<file path="src/rtl/iob_native_split.sv">
// Splits a native valid/ready CPU port onto one instruction bus and 2**SEL_W data buses.
// Latency: one request in flight; a write takes 2 cycles and a zero-wait read takes 3.
// Backpressure: REQ is held until the selected slave's m_ready arrives.
// Optional abort of unanswered requests and the sticky err flag: IOB_NATIVE_SPLIT_TIMEOUT_EN.
module iob_native_split #(
  parameter  int ADDR_W  = 32,
  parameter  int DATA_W  = 32,
  parameter  int SEL_W   = 1,
  parameter  int TIMEOUT = 1024,
  localparam int WSTRB_W = DATA_W / 8,
  localparam int N       = (2 ** SEL_W) + 1
) (
  input  logic                   clk,
  input  logic                   resetn,
  input  logic                   cpu_valid,
  input  logic                   cpu_instr,
  input  logic [ADDR_W-1:0]      cpu_addr,
  input  logic [DATA_W-1:0]      cpu_wdata,
  input  logic [WSTRB_W-1:0]     cpu_wstrb,
  output logic [DATA_W-1:0]      cpu_rdata,
  output logic                   cpu_ready,
  output logic [N-1:0]           m_avalid,
  output logic [N*ADDR_W-1:0]    m_addr,
  output logic [N*DATA_W-1:0]    m_wdata,
  output logic [N*WSTRB_W-1:0]   m_wstrb,
  input  logic [N-1:0]           m_ready,
  input  logic [N*DATA_W-1:0]    m_rdata,
  input  logic [N-1:0]           m_rvalid,
  output logic                   err
);
  localparam int SLV_W = SEL_W + 1;

  localparam logic [1:0] S_IDLE = 2'd0;
  localparam logic [1:0] S_REQ  = 2'd1;
  localparam logic [1:0] S_WAIT = 2'd2;
  localparam logic [1:0] S_RESP = 2'd3;

  logic [1:0]         r_state;
  logic [ADDR_W-1:0]  r_addr;
  logic [DATA_W-1:0]  r_wdata;
  logic [WSTRB_W-1:0] r_wstrb;
  logic [SLV_W-1:0]   r_sel;
  logic [DATA_W-1:0]  r_rdata;

  logic [SLV_W-1:0]   w_sel;
  logic               w_rdy;
  logic               w_rvalid;
  logic [DATA_W-1:0]  w_rdata;
  logic               w_tmo;

  // Slave 0 is the fetch bus; data slaves start at index 1.
  assign w_sel    = cpu_instr ? '0 : SLV_W'(cpu_addr[ADDR_W-1 -: SEL_W]) + SLV_W'(1);
  assign w_rdy    = m_ready[r_sel];
  assign w_rvalid = m_rvalid[r_sel];
  assign w_rdata  = m_rdata[r_sel*DATA_W +: DATA_W];

`ifdef IOB_NATIVE_SPLIT_TIMEOUT_EN
  localparam int CNT_W = $clog2(TIMEOUT);

  logic [CNT_W-1:0] r_cnt;
  logic             r_err;

  assign w_tmo = (r_cnt == CNT_W'(TIMEOUT - 1));
  assign err   = r_err;

  // Held at zero in IDLE so it reads zero on the first REQ cycle.
  always_ff @(posedge clk or negedge resetn) begin
    if (!resetn) begin
      r_cnt <= '0;
      r_err <= 1'b0;
    end else begin
      if (r_state == S_REQ || r_state == S_WAIT) r_cnt <= r_cnt + CNT_W'(1);
      else                                      r_cnt <= '0;
      if (w_tmo && ((r_state == S_REQ && !w_rdy) || (r_state == S_WAIT && !w_rvalid)))
        r_err <= 1'b1;
    end
  end
`else
  logic [31:0] w_unused_timeout;

  assign w_unused_timeout = 32'(TIMEOUT);
  assign w_tmo            = 1'b0;
  assign err              = 1'b0;
`endif

  always_ff @(posedge clk or negedge resetn) begin
    if (!resetn) begin
      r_state <= S_IDLE;
      r_addr  <= '0;
      r_wdata <= '0;
      r_wstrb <= '0;
      r_sel   <= '0;
      r_rdata <= '0;
    end else begin
      case (r_state)
        S_IDLE: begin
          if (cpu_valid) begin
            r_addr  <= cpu_addr;
            r_wdata <= cpu_wdata;
            r_wstrb <= cpu_wstrb;
            r_sel   <= w_sel;
            r_state <= S_REQ;
          end
        end
        S_REQ: begin
          if (w_rdy) begin
            if (|r_wstrb) begin
              r_rdata <= '0;
              r_state <= S_RESP;
            end else begin
              r_state <= S_WAIT;
            end
          end else if (w_tmo) begin
            r_rdata <= '0;
            r_state <= S_RESP;
          end
        end
        S_WAIT: begin
          if (w_rvalid) begin
            r_rdata <= w_rdata;
            r_state <= S_RESP;
          end else if (w_tmo) begin
            r_rdata <= '0;
            r_state <= S_RESP;
          end
        end
        default: r_state <= S_IDLE;
      endcase
    end
  end

  // Request fields are decoded from state, so an async reset clears them at once.
  always_comb begin
    m_avalid = '0;
    m_addr   = '0;
    m_wdata  = '0;
    m_wstrb  = '0;
    for (int i = 0; i < N; i++) begin
      if (r_state == S_REQ && r_sel == SLV_W'(i)) begin
        m_avalid[i]                       = 1'b1;
        m_addr[i*ADDR_W +: ADDR_W]        = r_addr;
        m_wdata[i*DATA_W +: DATA_W]       = r_wdata;
        m_wstrb[i*WSTRB_W +: WSTRB_W]     = r_wstrb;
      end
    end
  end

  assign cpu_ready = (r_state == S_RESP);
  assign cpu_rdata = r_rdata;

endmodule

</file>
<file path="config.mk">
export PLATFORM = sky130hd
export DESIGN_NAME = iob_native_split
export DESIGN_NICKNAME = d
export VERILOG_FILES = /design/src/rtl/iob_native_split.sv
export SDC_FILE = /design/constraint.sdc
export NUM_CORES = 1
export LEC_CHECK = 0
export CAP_MARGIN = 5
export CORE_AREA = 2 2 159 161
export DETAILED_ROUTE_END_ITERATION = 12
export DIE_AREA = 0 0 161 163
export HOLD_SLACK_MARGIN = 0.1
export PLACE_DENSITY_LB_ADDON = 0.3
export SETUP_SLACK_MARGIN = 0.02
export SLEW_MARGIN = 0
export SYNTH_ARGS = -nofsm -noshare
export SYNTH_HDL_FRONTEND = slang
export SYNTH_SLANG_ARGS = --single-unit
</file>
<file path="constraint.sdc">
create_clock -name clk -period 5.4 [get_ports clk]
set_input_delay 0.54 -clock clk [delete_from_list [all_inputs] [get_ports clk]]
set_output_delay 0.54 -clock clk [all_outputs]
set_load 0.1 [all_outputs]
</file>
==> results.tsv, run 1 <==
stage	metric	value	unit
setup_path	cpMaxStageDelayCell	clkdlybuf4s50_1	
grt	gr-total-overflow	0	
grt	grt_use_total	0.175	
sta	setup_violations	0	
setup_path	cp_max_fo	37	
sta	fmax	233	MHz
floorplanning	die-area	26200	sq um
yosys	synth_area_per_cell	9.78	sq um
setup_path	startpoint	r_state[1]$_DFFE_PN0P_	
hold_path	hold_path.class	in -> async	
setup_path	startpoint_type	flop	
clocking	clkSlewWorstSetupHoldPaths	70	ps
setup_path	reg2reg_setup_slack	2670	ps
drt	dr.pass1.iters	4	
grt	grt_max_degree	73	
yosys	synthCells	656	
placed_design	place_congestion	0.795	
placed_design	dp.final_hpwl	17900	microns
sta	final.min_clock_period	4290	ps
job	maxCapViolCount	0	
placed_design	post-place-cells	1353	
yosys	synth_area	6410	sq um
sta	maxSlewViolCount	0	
clocking	root_buffer	clkbuf_16	
setup_path	critPathKind	reg -> out	
clocking	numCtsBuffers	9	
final_layout	final_cell_mix	clkdlybuf4s50_1 (400), and2_1 (168), dfrtp_1 (103), and3_1 (68), mux2_2 (68)	
drt	via_per_inst	4.43	
floorplanning	num_io_pins	415	
setup_path	cp_top_family	buffers and inverters	
setup_path	end_kind	output pin	
placed_design	portBuffers	413	
drt	ant_nets	0	
sta	finalSetupTns	0	ps
drt	drtIter0Drc	234	
outcome	status	completed	
final_layout	drive_gt1_frac	0.113	
yosys	synth_fp_nets	835	
setup_path	r2r-end	cpu_rdata[8]$_DFFE_PN0P_	
yosys	synth_cell_types	30	
floorplanning	rows	58	
final_layout	area_growth	72.5	%
sta	finClkSkew	7.98	ps
final_layout	antenna_cells	0	
clocking	post-cts-setup-buffer-count	0	
final_layout	layout_commonest_cell	clkdlybuf4s50_1	
drt	routedWlPerCell	17.4	microns
yosys	ys_ff_latch	104	
sta	period_share	0.795	
setup_path	worstPathArrival	3750	ps
final_layout	layout.cells.non_filler	1369	
setup_path	crit_buf_inv	3	
clocking	hold_buffers	0	
grt	grt_pass1_vias	6214	
floorplanning	core_area	24700	sq um
clocking	cts_sinks	104	
setup_path	cp.depth	6	
setup_path	ff2ff_path_depth	7	
setup_path	crit_chain	inv_1 > ha_2 > and3_2 > buf_4 > and2_1 > clkdlybuf4s50_1	
clocking	cts_buffer_depth	2	
sta	rsz0062_at_grt	no	
pwr	p_leak	0.00472	uW
clocking	cts_resized	0	
floorplanning	die_width	161	microns
drt	wirelength	23800	microns
sta	slew_headroom	0.284	
sta	worstMarginPinSlew	1070	ps
setup_path	critPathMaxStageDelay	1130	ps
clocking	clkLatencyLatePin	350	ps
drt	vias	6061	
sta	hold_viol	0	
drt	drc	0	
final_layout	fin_nets	1213	
grt	grt_pass1_wl	35800	microns
floorplanning	start_util	0.260	
clocking	htree_levels	3	
final_layout	utilization	0.449	
grt	antenna_found_initial	1	
setup_path	required	4860	ps
clocking	tritoncts	yes	
setup_path	crit_end	m_addr[74]	
sta	whs	153	ps
pwr	ir_drop	0.343	mV
pwr	p_per_area	630	nW/um^2
setup_path	r2r-start	r_sel[0]$_DFFE_PN0P_	
yosys	ys_seq_area_frac	0.406	
yosys	yosys_warnings	0	
floorplanning	dieHeight	163	microns
==> cell usage after synthesis <==
cell / count / area share
a211oi_1: 1 / 0.0012
a211oi_4: 1 / 0.0031
a221o_1: 1 / 0.0016
a221oi_2: 1 / 0.0023
a22oi_1: 1 / 0.0012
and2_1: 168 / 0.16
and3_1: 69 / 0.067
buf_1: 1 / 0.00058
buf_2: 4 / 0.0031
buf_4: 2 / 0.0023
buf_6: 4 / 0.0070
clkbuf_1: 45 / 0.026
conb_1: 1 / 0.00058
dfrtp_1: 104 / 0.41
ha_1: 5 / 0.0098
inv_1: 36 / 0.021
inv_2: 1 / 0.00058
mux2_1: 3 / 0.0053
mux2_2: 68 / 0.12
mux2_4: 1 / 0.0023
mux2i_1: 65 / 0.10
nand2_1: 4 / 0.0023
nand2b_1: 1 / 0.00098
nor2_1: 32 / 0.019
nor2b_2: 1 / 0.0014
nor3b_2: 1 / 0.0020
o21ai_0: 32 / 0.025
o2bb2ai_1: 1 / 0.0014
o31ai_1: 1 / 0.0012
or4_1: 1 / 0.0012
==> power by group <==
group / internal [uW] / switching, uW
clock: 318 / 316
combinational: 1400 / 3460
sequential: 1120 / 360
==> area by class of cell <==
| type | instances | area [sq um] |
|---|---|---|
| well taps | 330 | 413 |
| repair buffers | 423 | 4190 |
| fillers | 2372 | 13600 |
| clock buffers | 9 | 225 |
| multi-input cells | 459 | 3440 |
| clock inverters | 7 | 53.8 |
| inverters | 37 | 139 |
| flip-flops and latches | 104 | 2600 |
==> worst min-delay path by stage <==
stage | endpoint | slack [ps] | depth (start not counted)
after floorplan | cpu_rdata[0]$_DFFE_PN0P_ | 240 | 0
after global placement | cpu_rdata[13]$_DFFE_PN0P_ | 510 | 2
after detailed placement | cpu_rdata[1]$_DFFE_PN0P_ | 510 | 2
after CTS | cpu_rdata[2]$_DFFE_PN0P_ | 170 | 1
after global routing | cpu_rdata[2]$_DFFE_PN0P_ | 190 | 1
final | cpu_rdata[2]$_DFFE_PN0P_ | 150 | 1
==> stage by stage <==
| step | instance area (sq um) | power [uW] | setup WS (ps) |
|---|---|---|---|
| global placement | 10800 | 6350 | 1530 |
| CTS | 11100 | 7040 | 1040 |
| detailed placement | 10800 | 6370 | 1440 |
| global route | 11100 | 7300 | 902 |
| floorplan | 6410 | 5120 | 2060 |
| finish | 11100 | 6970 | 1110 |
==> metal layers <==
layer | part of all wire | global-route usage
met4 | 0.017 | 0.0487
met2 | 0.51 | 0.313
met1 | 0.40 | 0.204
met5 | 0 | 0
met3 | 0.078 | 0.0517
==> worst register-to-register path, delay by kind of cell, from the launching register on <==
family                 cells  cell delay (ps)
AND/OR/NAND/NOR            1              230
buffers and inverters      3             1280
AO/OA/AOI/OAI              2              500
multiplexers               1              290
flip-flops                 1              360
==> logic make-up (layout without fill, tap and decap cells) <==
kind of cell               Yosys count  count (layout)  synth area share
and+or+nand+nor                    277             277             0.258
muxes                              137             137             0.228
DFF                                104             104             0.406
buffers and inverters               93             476            0.0610
AOI/OAI and AO/OA                   39              39            0.0369
adders and majority gates            5               5           0.00975
other                                1               1          0.000585
==> state kept, by name, indices dropped and copies added (netlist names) <==
signal	flops
r_sel	2
r_addr	32
cpu_rdata	32
r_state	2
r_wstrb	4
r_wdata	32
Power figures use the tool's default switching activity.
==> run 2: changes to the inputs <==
CORE_AREA = 2 2 161 163   (was 2 2 159 161)
DIE_AREA = 0 0 163 165   (was 0 0 161 163)
clock period = 4.31 ns   (was 5.4 ns; I/O delays follow)
==> run 2 against run 1 <==
Net effect: flip-flop and latch count unchanged; first-iteration DRC count rose by 36%; combinational power up 22%; routed wire length shrank 1.9%; cell area down 4.1%; sequential share of layout area is 1.0 points higher; die area increased by 2.5%; global-route usage is 1.2 points lower; clock skew fell by 1.6 ps; critical endpoint is now m_wdata[81]; highest routed layer unchanged.
==> results.tsv, run 2 (same netlist as run 1, synthesis figures left out) <==
stage	metric	value	unit
setup_path	cp_max_fo	69	
grt	gr-total-overflow	0	
setup_path	worstPathArrival	3080	ps
clocking	post-cts-setup-buffer-count	0	
grt	grt_use_total	0.163	
sta	fmax	285	MHz
final_layout	layout_commonest_cell	buf_4	
drt	routedWlPerCell	17.0	microns
pwr	ir_drop	0.404	mV
clocking	clkSlewWorstSetupHoldPaths	70	ps
placed_design	portBuffers	413	
placed_design	place_congestion	0.767	
clocking	hold_buffers	1	
setup_path	required	3880	ps
grt	grt_pass1_wl	33900	microns
drt	vias	6019	
floorplanning	die-area	26900	sq um
sta	hold_viol	0	
sta	slew_headroom	0.178	
clocking	clkLatencyLatePin	350	ps
floorplanning	rows	58	
final_layout	fin_nets	1212	
pwr	p_leak	0.00511	uW
sta	rsz0062_at_grt	no	
clocking	numCtsBuffers	9	
floorplanning	dieHeight	165	microns
outcome	status	completed	
sta	period_share	0.814	
drt	drc	0	
grt	grt_pass1_vias	5820	
sta	setup_violations	0	
pwr	p_per_area	816	nW/um^2
final_layout	layout.cells.non_filler	1369	
sta	worstMarginPinSlew	1230	ps
placed_design	placed_cell_area	10300	sq um
drt	wirelength	23300	microns
floorplanning	start_util	0.256	
final_layout	area_growth	65.4	%
clocking	cts_resized	0	
setup_path	end_kind	output pin	
clocking	cts_buffer_depth	2	
drt	dr.pass1.iters	4	
drt	ant_nets	0	
setup_path	critPathKind	reg -> out	
sta	maxSlewViolCount	0	
drt	via_per_inst	4.40	
clocking	tritoncts	yes	
final_layout	fill_cells	2454	
placed_design	post-place-cells	1351	
sta	finalSetupTns	0	ps
clocking	root_buffer	clkbuf_16	
setup_path	reg2reg_setup_slack	1400	ps
drt	drtIter0Drc	319	
job	maxCapViolCount	0	
final_layout	utilization	0.424	
floorplanning	die_width	163	microns
grt	grt_max_degree	102	
clocking	htree_levels	3	
sta	finClkSkew	6.41	ps
floorplanning	num_io_pins	415	
final_layout	postLayoutCellArea	10600	sq um
clocking	cts_sinks	104	
placed_design	dp.final_hpwl	17400	microns
final_layout	drive_gt1_frac	0.299	
sta	final.min_clock_period	3510	ps
grt	antenna_found_initial	0	
setup_path	startpoint_type	flop	
final_layout	final_cell_mix	buf_4 (214), clkdlybuf4s50_1 (205), and2_1 (168), dfrtp_1 (103)	
floorplanning	core_area	25000	sq um
hold_path	hold_path.class	reg -> reg	
[run 2: layout make-up]
type | count | area (sq um) | share of cell area
multi-input cells | 459 | 3440 | 0.324
inverters | 37 | 139 | 0.0131
well taps | 330 | 413 | 0.0389
clock inverters | 7 | 76.3 | 0.00719
diodes | 1 | 2.50 | 0.000236
clock buffers | 9 | 225 | 0.0212
repair buffers | 422 | 3710 | 0.349
flip-flops and latches | 104 | 2600 | 0.245
[run 2: worst paths after layout]
path | cells after the start | to | startpoint
setup / recovery | 5 | m_wdata[81] | r_state[1]$_DFFE_PN0P_
hold / removal | 2 | cpu_rdata[0]$_DFFE_PN0P_ | cpu_rdata[0]$_DFFE_PN0P_
setup reg to reg | 6 | cpu_rdata[2]$_DFFE_PN0P_ | r_state[0]$_DFFE_PN0P_
hold reg to reg | 2 | cpu_rdata[0]$_DFFE_PN0P_ | cpu_rdata[0]$_DFFE_PN0P_
max in group asynchronous | 3 | cpu_rdata[3]$_DFFE_PN0P_ | resetn
min in group asynchronous | 2 | r_wdata[27]$_DFFE_PN0P_ | resetn
[run 2: power breakdown]
part	switching [uW]	total, uW	internal (uW)
Combinational	4300	5940	1640
Clock	399	856	457
Sequential	463	1860	1400
Total	5160	8660	3500
[run 2: critical path, stage by stage (launching register included)]
cell     delay (ps)
dfrtp_1         430
inv_1           100
ha_2            580
and3_2          980
and2_1          250
buf_4           290
[run 2: metrics by stage]
step,setup WS [ps],hold slack (ps),power (uW)
final,801,518,8660
after global routing,577,531,9070
after CTS,769,522,8770
after detailed placement,1110,366,7880
after global placement,1160,366,7830
after floorplan,1080,135,6420
[run 2: metal layers]
metal	part of all wire	wire length, microns	GRT usage
met4	0.016	374	0.0483
met5	0	0	0
met2	0.51	11800	0.286
met1	0.41	9570	0.205
met3	0.067	1570	0.0281
